**src/rtl/i2s_pkg.sv**
```systemverilog
// Shared encodings for the I2S/TDM receive path.
// No logic of its own: mode values and receiver state encoding only.
// Not applicable (no handshake).
package i2s_pkg;

   localparam logic MODE_I2S = 1'b0;   // data starts one sck after ws falls
   localparam logic MODE_LJ  = 1'b1;   // data starts on the sck that sees ws fall

   typedef enum logic {
      HUNT = 1'b0,   // waiting for the first frame start, all bits discarded
      RUN  = 1'b1    // framed, counting bits and slots
   } rx_state_t;

endpackage

```
**src/rtl/i2s_rx_fifo.sv**
```systemverilog
// First-word-fall-through word buffer between the serial decoder and the stream port.
// Latency: a push into an empty buffer is visible on out_valid the next cycle.
// Backpressure: a push into a full buffer is dropped (push_drop) unless a pop happens that cycle.
module i2s_rx_fifo #(
   parameter int WIDTH = 26,
   parameter int DEPTH = 8
) (
   input  logic             clk,
   input  logic             rst_n,
   input  logic             push,
   input  logic [WIDTH-1:0] push_data,
   output logic             push_drop,
   input  logic             pop_ready,
   output logic             out_valid,
   output logic [WIDTH-1:0] out_data
);

   localparam int AW = (DEPTH > 1) ? $clog2(DEPTH) : 1;

   logic [WIDTH-1:0] mem [DEPTH];
   logic [AW:0]      wr_ptr;
   logic [AW:0]      rd_ptr;
   logic             empty;
   logic             full;
   logic             pop;
   logic             wr_en;

   // Pointers carry one wrap bit so full and empty can be told apart.
   assign empty     = (wr_ptr == rd_ptr);
   assign full      = (wr_ptr[AW] != rd_ptr[AW]) && (wr_ptr[AW-1:0] == rd_ptr[AW-1:0]);
   assign pop       = !empty && pop_ready;
   assign wr_en     = push && (!full || pop);
   assign push_drop = push && full && !pop;

   assign out_valid = !empty;
   // Head word is forced to zero while empty so the port reads 0 out of reset.
   assign out_data  = empty ? '0 : mem[rd_ptr[AW-1:0]];

   // Pointer update on accepted push and pop.
   always_ff @(posedge clk or negedge rst_n) begin
      if (!rst_n) begin
         wr_ptr <= '0;
         rd_ptr <= '0;
      end else begin
         if (wr_en) wr_ptr <= wr_ptr + 1'b1;
         if (pop)   rd_ptr <= rd_ptr + 1'b1;
      end
   end

   // Storage write; contents need no reset because empty masks the output.
   always_ff @(posedge clk) begin
      if (wr_en) mem[wr_ptr[AW-1:0]] <= push_data;
   end

endmodule

```
**src/rtl/i2s_tdm_receive.sv**
```systemverilog
// I2S / left-justified / TDM serial receiver producing one stream word per channel slot.
// Latency: word enters the buffer one cycle after its last data bit is captured; visible a cycle later.
// Backpressure: words queue in the buffer; when it is full new words are dropped and overflow pulses.
module i2s_tdm_receive
   import i2s_pkg::*;
#(
   parameter int DATA_WIDTH   = 24,
   parameter int SLOT_WIDTH   = 32,
   parameter int NUM_CHANNELS = 2,
   parameter int FIFO_DEPTH   = 8
) (
   input  logic                            M_AXIS_ACLK,
   input  logic                            M_AXIS_ARESETN,
   input  logic                            sck,
   input  logic                            ws,
   input  logic                            sd,
   input  logic                            mode,
   output logic                            M_AXIS_TVALID,
   output logic [DATA_WIDTH-1:0]           M_AXIS_TDATA,
   output logic [$clog2(NUM_CHANNELS)-1:0] M_AXIS_TUSER,
   output logic                            M_AXIS_TLAST,
   input  logic                            M_AXIS_TREADY,
   output logic                            overflow,
   output logic                            frame_err
);

   localparam int CW = $clog2(NUM_CHANNELS);
   localparam int BW = (SLOT_WIDTH > 1) ? $clog2(SLOT_WIDTH) : 1;
   localparam int TW = $clog2(NUM_CHANNELS * SLOT_WIDTH + 1) + 1;
   localparam int FW = DATA_WIDTH + CW + 1;

   localparam logic [BW-1:0] LAST_BIT   = BW'(SLOT_WIDTH - 1);
   localparam logic [BW-1:0] LAST_DATA  = BW'(DATA_WIDTH - 1);
   localparam logic [CW-1:0] LAST_SLOT  = CW'(NUM_CHANNELS - 1);
   localparam logic [TW-1:0] FRAME_BITS = TW'(NUM_CHANNELS * SLOT_WIDTH);

   logic [2:0]            sck_sync;
   logic [1:0]            ws_sync;
   logic [1:0]            sd_sync;
   logic                  sck_rise;
   logic                  ws_s;
   logic                  sd_s;
   logic                  ws_prev;
   logic                  frame_start;
   logic                  frame_bad;
   logic                  lj_start;
   logic                  i2s_start;
   rx_state_t             state;
   rx_state_t             state_nxt;
   logic [BW-1:0]         bit_cnt;
   logic [BW-1:0]         bit_nxt;
   logic [BW-1:0]         pos_bit;
   logic [CW-1:0]         slot_cnt;
   logic [CW-1:0]         slot_nxt;
   logic [CW-1:0]         pos_slot;
   logic [CW-1:0]         word_slot;
   logic                  extra;
   logic                  extra_nxt;
   logic                  pos_extra;
   logic                  pos_vld;
   logic                  capture;
   logic                  word_done;
   logic [TW-1:0]         tot_cnt;
   logic [DATA_WIDTH-1:0] shift;
   logic                  push;
   logic                  push_drop;
   logic [FW-1:0]         push_data;
   logic [FW-1:0]         out_data;

   // Two-flop synchronisers; sck keeps a third flop as edge-detect history.
   always_ff @(posedge M_AXIS_ACLK or negedge M_AXIS_ARESETN) begin
      if (!M_AXIS_ARESETN) begin
         sck_sync <= '0;
         ws_sync  <= '0;
         sd_sync  <= '0;
      end else begin
         sck_sync <= {sck_sync[1:0], sck};
         ws_sync  <= {ws_sync[0], ws};
         sd_sync  <= {sd_sync[0], sd};
      end
   end

   assign sck_rise = sck_sync[1] && !sck_sync[2];
   assign ws_s     = ws_sync[1];
   assign sd_s     = sd_sync[1];

   // Only a sampled ws fall marks a frame; the rising ws edge carries no framing.
   // mode is consulted only here, so a mid-frame change waits for the next frame.
   assign frame_start = sck_rise && ws_prev && !ws_s;
   assign frame_bad   = (tot_cnt != FRAME_BITS);
   assign lj_start    = frame_start && (mode == MODE_LJ);
   assign i2s_start   = frame_start && (mode == MODE_I2S);

   // Receiver state register.
   always_ff @(posedge M_AXIS_ACLK or negedge M_AXIS_ARESETN) begin
      if (!M_AXIS_ARESETN) state <= HUNT;
      else                 state <= state_nxt;
   end

   // HUNT leaves on the first frame start and RUN is never left.
   always_comb begin
      state_nxt = state;
      if (frame_start) state_nxt = RUN;
   end

   // Decide which slot/bit the current sck rise represents, and where the counters go next.
   // In I2S mode the frame-start rise still belongs to the previous frame's last bit,
   // unless the frame length was wrong, in which case that bit is thrown away.
   always_comb begin
      pos_vld   = 1'b0;
      pos_bit   = bit_cnt;
      pos_slot  = slot_cnt;
      pos_extra = extra;
      bit_nxt   = bit_cnt;
      slot_nxt  = slot_cnt;
      extra_nxt = extra;
      if (sck_rise) begin
         if (lj_start) begin
            pos_vld   = 1'b1;
            pos_bit   = '0;
            pos_slot  = '0;
            pos_extra = 1'b0;
         end else if (frame_start) begin
            pos_vld = (state == RUN) && !frame_bad;
         end else begin
            pos_vld = (state == RUN);
         end
      end
      if (i2s_start) begin
         bit_nxt   = '0;
         slot_nxt  = '0;
         extra_nxt = 1'b0;
      end else if (pos_vld) begin
         if (pos_bit == LAST_BIT) begin
            bit_nxt = '0;
            if (pos_slot == LAST_SLOT) begin
               slot_nxt  = '0;
               extra_nxt = 1'b1;   // ws frame ran past the last slot
            end else begin
               slot_nxt  = pos_slot + 1'b1;
               extra_nxt = pos_extra;
            end
         end else begin
            bit_nxt   = pos_bit + 1'b1;
            slot_nxt  = pos_slot;
            extra_nxt = pos_extra;
         end
      end
   end

   assign capture   = pos_vld && !pos_extra && (pos_bit <= LAST_DATA);
   assign word_done = capture && (pos_bit == LAST_DATA);

   // Counters, data shift register, frame-length tally and the delayed push.
   always_ff @(posedge M_AXIS_ACLK or negedge M_AXIS_ARESETN) begin
      if (!M_AXIS_ARESETN) begin
         ws_prev   <= 1'b0;
         bit_cnt   <= '0;
         slot_cnt  <= '0;
         extra     <= 1'b0;
         tot_cnt   <= '0;
         shift     <= '0;
         word_slot <= '0;
         push      <= 1'b0;
         overflow  <= 1'b0;
         frame_err <= 1'b0;
      end else begin
         if (sck_rise) ws_prev <= ws_s;
         bit_cnt  <= bit_nxt;
         slot_cnt <= slot_nxt;
         extra    <= extra_nxt;
         if (frame_start)                     tot_cnt <= TW'(1);
         else if (sck_rise && tot_cnt != '1)  tot_cnt <= tot_cnt + 1'b1;
         if (capture)   shift     <= (shift << 1) | DATA_WIDTH'(sd_s);
         if (word_done) word_slot <= pos_slot;
         push      <= word_done;
         overflow  <= push_drop;
         frame_err <= frame_start && (state == RUN) && frame_bad;
      end
   end

   assign push_data = {shift, word_slot, (word_slot == LAST_SLOT)};

   i2s_rx_fifo #(
      .WIDTH (FW),
      .DEPTH (FIFO_DEPTH)
   ) u_fifo (
      .clk       (M_AXIS_ACLK),
      .rst_n     (M_AXIS_ARESETN),
      .push      (push),
      .push_data (push_data),
      .push_drop (push_drop),
      .pop_ready (M_AXIS_TREADY),
      .out_valid (M_AXIS_TVALID),
      .out_data  (out_data)
   );

   assign M_AXIS_TDATA = out_data[FW-1 -: DATA_WIDTH];
   assign M_AXIS_TUSER = out_data[CW:1];
   assign M_AXIS_TLAST = out_data[0];

endmodule

```
**config.mk**
```make
export PLATFORM = sky130hd
export DESIGN_NAME = i2s_tdm_receive
export DESIGN_NICKNAME = d
export VERILOG_FILES = /design/src/rtl/i2s_pkg.sv /design/src/rtl/i2s_rx_fifo.sv /design/src/rtl/i2s_tdm_receive.sv
export SDC_FILE = /design/constraint.sdc
export NUM_CORES = 1
export LEC_CHECK = 0
export ABC_AREA = 1
export CAP_MARGIN = 20
export CORE_AREA = 8 8 137 139
export CTS_CLUSTER_DIAMETER = 120
export CTS_CLUSTER_SIZE = 10
export DETAILED_ROUTE_END_ITERATION = 12
export DIE_AREA = 0 0 145 147
export GPL_ROUTABILITY_DRIVEN = 0
export PLACE_DENSITY = 0.8
export SYNTH_ARGS = -nofsm -noshare
export SYNTH_HDL_FRONTEND = slang
export SYNTH_SLANG_ARGS = --single-unit
```
**constraint.sdc**
```tcl
create_clock -name M_AXIS_ACLK -period 7.7 [get_ports M_AXIS_ACLK]
set_input_delay 0.77 -clock M_AXIS_ACLK [delete_from_list [all_inputs] [get_ports M_AXIS_ACLK]]
set_output_delay 0.77 -clock M_AXIS_ACLK [all_outputs]
set_load 0.1 [all_outputs]
```
==> results of run 1 <==
==> cells in the final DEF, fill, tap and decap left out, types with 15 or more instances in the layout <==
cell type	count
inv_1	25
o21ai_0	131
nand3_1	50
nor2_1	219
clkbuf_1	23
clkdlybuf4s50_1	34
clkbuf_16	29
o32ai_1	25
edfxtp_1	200
buf_4	15
dfrtp_1	58
nand2_1	95
==> power breakdown <==
group | leakage, nW | switching [mW] | internal [mW]
Sequential | 2.56 | 0.119 | 1.60
Clock | 0.389 | 0.500 | 0.704
Combinational | 1.42 | 1.78 | 0.535
==> state kept, by name (all words and copies together), names as in the netlist <==
register       count
u_fifo.rd_ptr      4
u_fifo.mem       200
push               1
extra              1
word_slot          1
bit_cnt            5
sd_sync            2
sck_sync           3
overflow           1
ws_prev            1
shift             24
ws_sync            2
frame_err          1
slot_cnt           1
u_fifo.wr_ptr      4
state              1
tot_cnt            8
==> cell type report <==
type | instances | area, sq um
clock buffers | 52 | 812.0
well taps | 225 | 281.5
inverters | 26 | 97.59
repair buffers | 51 | 478.0
clock inverters | 1 | 8.758
multi-input cells | 575 | 2766
fillers | 1096 | 4802
flip-flops and latches | 260 | 7510
==> worst min path at each step <==
stage	startpoint	endpoint	slack [ps]	cells after the start
final	ws_sync[0]	ws_sync[1]	350	0
after global routing	sd_sync[0]	sd_sync[1]	360	0
after CTS	ws_sync[0]	ws_sync[1]	350	0
after detailed placement	ws_sync[0]	ws_sync[1]	340	0
after global placement	ws_sync[0]	ws_sync[1]	330	0
after floorplan	sck_sync[0]	sck_sync[1]	330	0
==> kinds of logic (layout without fill, tap and decap cells) <==
logic type	after synthesis	in the layout	synth area share
AO/OA/AOI/OAI	170	170	0.09138
XOR/XNOR	13	13	0.01076
adder cells (fa/ha/maj)	6	6	0.007093
buffers and inverters	76	130	0.03192
flip-flops	260	260	0.7093
AND/OR/NAND/NOR	386	386	0.1495
==> worst register-to-register path, delay by kind of cell, from the launching register on <==
kind	cells	cell delay, ps
flops	1	800
buf+inv	2	850
xor+xnor	1	210
simple gates	4	1020
==> metrics by stage <==
step | power, mW | instance area, sq um | utilization | cells
finish | 5.234 | 11950 | 0.7134 | 1190
global route | 5.458 | 11950 | 0.7134 | 1190
CTS | 5.249 | 11950 | 0.7134 | 1190
detailed placement | 4.038 | 11130 | 0.6644 | 1137
global placement | 3.995 | 11110 | 0.6632 | 1136
floorplan | 3.507 | 10580 | - | 911
==> layer usage <==
metal / routed length, microns / part of all wire / vias up / global-route usage
met5: 0 / 0 / - / 0
met4: 452 / 0.020 / 0 / 0.07996
met3: 1799 / 0.079 / 50 / 0.03753
met2: 11300 / 0.50 / 320 / 0.3526
met1: 9109 / 0.40 / 3394 / 0.2651
li1: - / - / 3253 / -
==> impl_metrics.env, run 1 <==
export IMPL_cts_hold_fix_buffers=0
export IMPL_ant_nets=0
export IMPL_r2r_end="u_fifo.mem[3][4]"
export IMPL_cts_sinks=260
export IMPL_syn_cell_area_sq_um=10580
export IMPL_fin_crit_sh=0.6688
export IMPL_required_ps=6930
export IMPL_end_kind="primary output"
export IMPL_synthDistinctLibCells=35
export IMPL_worstMarginPinSlew_ps=1023
export IMPL_cp_top_family="buffers and inverters"
export IMPL_cp_depth=8
export IMPL_core_sq_um=16760
export IMPL_crit_path_start_kind="flop"
export IMPL_setup_ws_ps=2551
export IMPL_ys_top_cells_by_area="edfxtp_1, dfrtp_1, nor2_1, o21ai_0, nand2_1"
export IMPL_crit_chain="buf_4 > xor2_1 > nor2_1 > nand3_1 > buf_4 > o21ai_0 > nor2_1 > clkdlybuf4s50_1"
export IMPL_hold_class="reg2reg"
export IMPL_die_y_microns=147
export IMPL_numCtsBuffers=29
export IMPL_criticalPathCategory="reg2out"
export IMPL_syn_area_per_cell_sq_um=11.62
export IMPL_slew_viol_final=0
export IMPL_core_rowCount=48
export IMPL_syn2layout_area_growth_pct=12.95
export IMPL_nets=956
export IMPL_clk_pin_slew_ps=60
export IMPL_clk_latency_ps=530
export IMPL_routedWlPerCell_microns=19.05
export IMPL_portBuffers=35
export IMPL_io_pins=36
export IMPL_root_buffer="clkbuf_16"
export IMPL_crit_buf_inv=3
export IMPL_slowest_stage="clkdlybuf4s50_1"
export IMPL_status="finished clean"
export IMPL_synthArstFlopShare=0.2308
export IMPL_die_w_microns=145
export IMPL_overflow=0
export IMPL_postCtsSetupBuffers=0
export IMPL_drtPass1Iterations=5
export IMPL_powerDensity_nw_per_um2=437.9
export IMPL_syn_inst=911
export IMPL_maxCapViolations=0
export IMPL_ys_seq_area_frac=0.7093
export IMPL_finalCriticalPeriod_ps=5149
export IMPL_r2r_slack_ps=4480
export IMPL_n_antenna_cell=0
export IMPL_finalHoldViolCount=0
export IMPL_synth_seq_cells=260
export IMPL_drc=0
export IMPL_synth_most_common_cell="nor2_1"
export IMPL_antenna_found_initial=0
export IMPL_yosys_area_top_type_share=0.5674
export IMPL_whs_ps=347.8
export IMPL_grt_max_degree=104
export IMPL_viasPerCell=5.897
export IMPL_drive_gt1_frac=0.07150
export IMPL_clk_path_buf_depth=3
export IMPL_path_max_fanout=17
export IMPL_cts_max_level=1
export IMPL_skew_ps=10.56
export IMPL_crit_path_end="M_AXIS_TDATA[19]"
export IMPL_synth_edf_count=200
export IMPL_p_leak_nw=4.371
export IMPL_cts_tree="done"
export IMPL_drt_iter0_drc=797
export IMPL_worst_r2r_cell_count=7
export IMPL_cts_repair_resized=0
export IMPL_setup_viol=0
export IMPL_initial_core_util=0.6316
export IMPL_vias=7017
export IMPL_dp_final_hpwl_microns=11860
export IMPL_grt_pass1_wl_microns=35790
export IMPL_dieArea_sq_um=21320
export IMPL_syn_num_nets=924
export IMPL_pre_cts_slack_ps=3264
export IMPL_synth_warnings=0
export IMPL_grt_pass1_vias=6914
export IMPL_ir_worst_vdd_v=0.0004979
export IMPL_yosys_top_cells_count="nor2_1, edfxtp_1, o21ai_0"
export IMPL_synth_flop_cell="edfxtp_1"
export IMPL_max_stage_delay_ps=1150
export IMPL_maxSlewHeadroom=0.3178
export IMPL_rsz0062_at_grt="no"
export IMPL_cp_arrival_ps=4380
export IMPL_routed_wl_microns=22670
export IMPL_crit_start="u_fifo.rd_ptr[2]"
export IMPL_r2r_start="u_fifo.rd_ptr[2]"
export IMPL_fmax_mhz=194.2
export IMPL_grt_usage=0.2087
export IMPL_yosysTopAreaCell="edfxtp_1"
export IMPL_tns_ps=0
Note: power is estimated with default switching activity, not from simulation.
==> run 2: changes to the inputs <==
--- a/config.mk
+++ b/config.mk
@@ -7,13 +7,13 @@
 export LEC_CHECK = 0
 export ABC_AREA = 1
 export CAP_MARGIN = 20
-export CORE_AREA = 8 8 137 139
+export CORE_AREA = 8 8 148 150
 export CTS_CLUSTER_DIAMETER = 120
 export CTS_CLUSTER_SIZE = 10
 export DETAILED_ROUTE_END_ITERATION = 12
-export DIE_AREA = 0 0 145 147
+export DIE_AREA = 0 0 156 158
 export GPL_ROUTABILITY_DRIVEN = 0
-export PLACE_DENSITY = 0.8
+export PLACE_DENSITY = 0.72
 export SYNTH_ARGS = -nofsm -noshare
 export SYNTH_HDL_FRONTEND = slang
 export SYNTH_SLANG_ARGS = --single-unit
==> constraint.sdc (replaced) <==
create_clock -name M_AXIS_ACLK -period 4.15 [get_ports M_AXIS_ACLK]
set_input_delay 0.415 -clock M_AXIS_ACLK [delete_from_list [all_inputs] [get_ports M_AXIS_ACLK]]
set_output_delay 0.415 -clock M_AXIS_ACLK [all_outputs]
set_load 0.1 [all_outputs]
==> run 2 against run 1 <==
- wire length decreased by 0.26%
- clock skew increased by 7.8 ps
- register-to-register slack got worse by 3300 ps
- largest cell class unchanged
- highest routed layer unchanged
==> impl_metrics.env, run 2 (synthesis results as in run 1) <==
export IMPL_crit_path_start_kind="flop"
export IMPL_nFillCells=1486
export IMPL_clk_pin_slew_ps=50
export IMPL_min_to="sd_sync[0]"
export IMPL_r2r_slack_ps=1210
export IMPL_hold_depth=1
export IMPL_seq_area_sq_um=7510
export IMPL_core_sq_um=19710
export IMPL_hold_class="in2reg"
export IMPL_crit_buf_inv=2
export IMPL_worst_r2r_cell_count=7
export IMPL_drive_gt1_frac=0.1012
export IMPL_drc=0
export IMPL_layout_commonest_cell="nor2_1"
export IMPL_fmax_mhz=276.7
export IMPL_fin_crit_sh=0.8707
export IMPL_criticalPathCategory="reg2out"
export IMPL_path_max_fanout=34
export IMPL_finalHoldViolCount=0
export IMPL_finalCriticalPeriod_ps=3613
export IMPL_drt_iter0_drc=620
export IMPL_status="finished clean"
export IMPL_slowest_stage="dfrtp_2"
export IMPL_vias=6896
export IMPL_cp_top_family="simple AND/OR/NAND/NOR gates"
export IMPL_clk_latency_ps=550
export IMPL_routedWlPerCell_microns=18.26
export IMPL_initial_core_util=0.5369
export IMPL_die_y_microns=158
export IMPL_maxCapViolations=0
export IMPL_dp_cells=1184
export IMPL_end_kind="primary output"
export IMPL_slew_viol_final=0
export IMPL_die_w_microns=156
export IMPL_antenna_found_initial=0
export IMPL_dieArea_sq_um=24650
export IMPL_ant_nets=0
export IMPL_numCtsBuffers=29
export IMPL_min_delay_start="sd"
export IMPL_skew_ps=18.38
export IMPL_largest_reg_flops=200
export IMPL_max_stage_delay_ps=760
export IMPL_io_pins=36
export IMPL_crit_start="u_fifo.rd_ptr[0]"
export IMPL_grt_pass1_wl_microns=36160
export IMPL_viasPerCell=5.570
export IMPL_cp_arrival_ps=3200
export IMPL_root_buffer="clkbuf_16"
export IMPL_portBuffers=35
export IMPL_cts_repair_resized=0
export IMPL_tns_ps=0
export IMPL_dp_final_hpwl_microns=12730
export IMPL_rsz0062_at_grt="no"
export IMPL_grt_pass1_vias=6672
export IMPL_drtPass1Iterations=5
export IMPL_worstMarginPinSlew_ps=989.5
export IMPL_final_cell_mix="nor2_1, edfxtp_1, o21ai_0"
export IMPL_overflow=0
export IMPL_nets=959
export IMPL_clk_path_buf_depth=3
export IMPL_cts_max_level=1
export IMPL_n_antenna_cell=0
export IMPL_cts_sinks=260
export IMPL_fin_cells=1238
export IMPL_grt_max_degree=72
export IMPL_grt_usage=0.1868
export IMPL_r2r_end="u_fifo.mem[3][5]"
export IMPL_cts_tree="done"
export IMPL_setup_viol=0
export IMPL_routed_wl_microns=22610
export IMPL_multi_input_area_sq_um=2766
export IMPL_syn2layout_area_growth_pct=16.37
export IMPL_r2r_start="u_fifo.rd_ptr[0]"
export IMPL_crit_chain="xnor2_1 > nand3_1 > buf_4 > o21ai_0 > nor2_1 > buf_12"
export IMPL_core_rowCount=52
export IMPL_maxSlewHeadroom=0.3396
export IMPL_required_ps=3730
==> run 2: changes by cell type in the layout (fill, tap and decap cells not counted), sizes merged <==
cell           change
dlygate4sd3        +1
clkdlybuf4s50     -27
buf               +29
==> run 2: area by class of cell <==
type / instances / area share
clock buffers: 52 / 0.06593
clock inverters: 1 / 0.001625
inverters: 26 / 0.007924
multi-input cells: 575 / 0.2246
flip-flops and latches: 260 / 0.6097
well taps: 270 / 0.02743
repair buffers: 54 / 0.06278
==> run 2: metrics by stage <==
| step | utilization | setup WS (ps) | area (sq um) | hold slack (ps) |
|---|---|---|---|---|
| after floorplan | - | 736.1 | 10580 | 119.4 |
| after global placement | 0.5821 | 1069 | 11470 | 337.6 |
| after detailed placement | 0.5821 | 1035 | 11470 | 336.3 |
| after CTS | 0.6248 | 448.2 | 12320 | 286.8 |
| after global routing | 0.6248 | 288.1 | 12320 | 291.8 |
| final | 0.6248 | 536.6 | 12320 | 310.6 |
==> run 2: metal layers <==
metal / up-vias / share of wire / GRT usage / wire, microns
met2: 217 / 0.50 / 0.3205 / 11330
met4: 0 / 0.018 / 0.05268 / 417
met3: 32 / 0.064 / 0.02839 / 1448
met5: - / 0 / 0 / 0
li1: 3258 / - / - / -
met1: 3389 / 0.42 / 0.2430 / 9412
==> run 2: worst max-delay path by stage <==
stage | end | slack [ps] | depth (start not counted)
4_1_cts | M_AXIS_TDATA[17] | 450 | 6
5_1_grt | M_AXIS_TDATA[15] | 290 | 6
6_report | M_AXIS_TDATA[15] | 540 | 6
2_1_floorplan | M_AXIS_TUSER | 740 | 8
3_5_place_dp | M_AXIS_TDATA[17] | 1040 | 6
3_3_place_gp | M_AXIS_TDATA[15] | 1070 | 6
==> run 2: repair_timing <==
item	4_1_cts	5_1_grt
hold buffers	1	0
setup buffers	0	0
endpoints found under the hold margin	34	0
Power of run 2 is not shown: default switching activity piles up to over one toggle a cycle in this logic, so the estimate is an artifact.
==> run 3: changes to the inputs <==
--- a/config.mk
+++ b/config.mk
@@ -7,11 +7,11 @@
 export LEC_CHECK = 0
 export ABC_AREA = 1
 export CAP_MARGIN = 20
-export CORE_AREA = 8 8 148 150
+export CORE_AREA = 4 4 144 146
 export CTS_CLUSTER_DIAMETER = 120
 export CTS_CLUSTER_SIZE = 10
 export DETAILED_ROUTE_END_ITERATION = 12
-export DIE_AREA = 0 0 156 158
+export DIE_AREA = 0 0 148 150
 export GPL_ROUTABILITY_DRIVEN = 0
 export PLACE_DENSITY = 0.72
 export SYNTH_ARGS = -nofsm -noshare
==> run 3 against run 2 <==
- worst setup slack better by 390 ps
- critical path type unchanged
- critical path depth stayed put
- register-to-register slack better by 420 ps
- clock skew is 4.3 ps lower
==> impl_metrics.env, run 3 (synthesis results as in run 1) <==
export IMPL_status="finished clean"
export IMPL_cts_tree="done"
export IMPL_cts_repair_resized=0
export IMPL_slowest_stage="dfrtp_2"
export IMPL_cts_max_level=1
export IMPL_clk_latency_ps=550
export IMPL_die_w_microns=148
export IMPL_finalCriticalPeriod_ps=3225
export IMPL_drc=0
export IMPL_initial_core_util=0.5456
export IMPL_slew_viol_final=0
export IMPL_fin_cells=1232
export IMPL_worstMarginPinSlew_ps=998.4
export IMPL_grt_usage=0.2042
export IMPL_tns_ps=0
export IMPL_die_y_microns=150
export IMPL_r2r_start="u_fifo.rd_ptr[0]"
export IMPL_largest_reg_flops=200
export IMPL_grt_max_degree=88
export IMPL_drive_gt1_frac=0.1013
export IMPL_worst_r2r_cell_count=8
export IMPL_hold_class="in2async"
export IMPL_layout_commonest_cell="nor2_1"
export IMPL_fmax_mhz=310.0
export IMPL_skew_ps=14.03
export IMPL_crit_chain="buf_4 > o21ai_0 > o21ai_0 > o21ai_0 > nor2_1 > buf_12"
export IMPL_end_kind="primary output"
export IMPL_rsz0062_at_grt="no"
export IMPL_io_pins=36
export IMPL_maxCapViolations=0
export IMPL_nets=958
export IMPL_clk_pin_slew_ps=60
export IMPL_root_buffer="clkbuf_16"
export IMPL_crit_path_start_kind="flop"
export IMPL_postCtsSetupBuffers=0
export IMPL_crit_start="u_fifo.rd_ptr[1]"
export IMPL_portBuffers=35
export IMPL_core_sq_um=19400
export IMPL_path_max_fanout=38
export IMPL_finalHoldViolCount=0
export IMPL_routed_wl_microns=22270
export IMPL_grt_pass1_wl_microns=35710
export IMPL_crit_top_cell="o21ai_0"
export IMPL_clk_path_buf_depth=3
export IMPL_vias=6863
export IMPL_drtPass1Iterations=4
export IMPL_viasPerCell=5.571
export IMPL_final_cell_mix="nor2_1, edfxtp_1, o21ai_0"
export IMPL_dp_final_hpwl_microns=11910
export IMPL_grt_pass1_vias=6654
export IMPL_numCtsBuffers=29
export IMPL_setup_viol=0
export IMPL_dp_cells=1179
export IMPL_fin_crit_sh=0.7772
export IMPL_maxSlewHeadroom=0.3344
export IMPL_n_antenna_cell=0
export IMPL_overflow=0
export IMPL_ant_nets=0
export IMPL_dieArea_sq_um=22200
export IMPL_r2r_slack_ps=1630
export IMPL_core_rowCount=51
export IMPL_drt_iter0_drc=519
export IMPL_cp_arrival_ps=2810
export IMPL_required_ps=3730
export IMPL_cts_sinks=260
export IMPL_criticalPathCategory="reg2out"
export IMPL_max_stage_delay_ps=750
export IMPL_routedWlPerCell_microns=18.08
export IMPL_syn2layout_area_growth_pct=16.10
export IMPL_antenna_found_initial=0
export IMPL_cts_hold_fix_buffers=0
run 3: cell count changes in the layout (fill, tap and decap cells not counted), sizes merged:
cell	before	now
dlygate4sd3	1	0
run 3: worst paths after layout:
check                                   endpoint
min in group M_AXIS_ACLK              sd_sync[0]
worst max register to register  u_fifo.mem[0][3]
worst max-delay path            M_AXIS_TDATA[13]
worst min-delay path                  ws_sync[0]
worst min register to register        ws_sync[1]
max in group asynchronous              word_slot
run 3: cell type report:
class | instances | area (sq um)
multi-input cells | 575 | 2766
clock inverters | 1 | 20.02
clock buffers | 52 | 812.0
fillers | 1517 | 7111
inverters | 26 | 97.59
repair buffers | 53 | 750.7
well taps | 265 | 331.6
flip-flops and latches | 260 | 7510
run 3: critical path: cells and delay by family (launching register included):
| family | cells | cell delay (ps) |
|---|---|---|
| AO/OA/AOI/OAI | 3 | 510 |
| buffers and inverters | 2 | 700 |
| flip-flops | 1 | 750 |
| AND/OR/NAND/NOR | 1 | 290 |
run 3: routing by layer:
metal  GRT usage  part of all wire  wire length (microns)  up-vias
li1            -                 -                      -     3254
met1      0.2873              0.43                   9644     3364
met2      0.3403              0.48                  10790      213
met3     0.02756             0.065                   1442       32
met4     0.05404             0.018                    393        0
met5           0                 0                      0        -
run 3: stage by stage:
stage / hold WS, ps / utilization / instance area [sq um] / worst slack [ps]
after floorplan: 119.4 / - / 10580 / 736.1
after global placement: 334.3 / 0.5906 / 11460 / 1527
after detailed placement: 335.5 / 0.5906 / 11460 / 1488
after CTS: 58.01 / 0.6334 / 12290 / 873.7
after global routing: 97.45 / 0.6334 / 12290 / 699.5
final: 37.31 / 0.6334 / 12290 / 924.5
Power of run 3 is left out for the same reason.
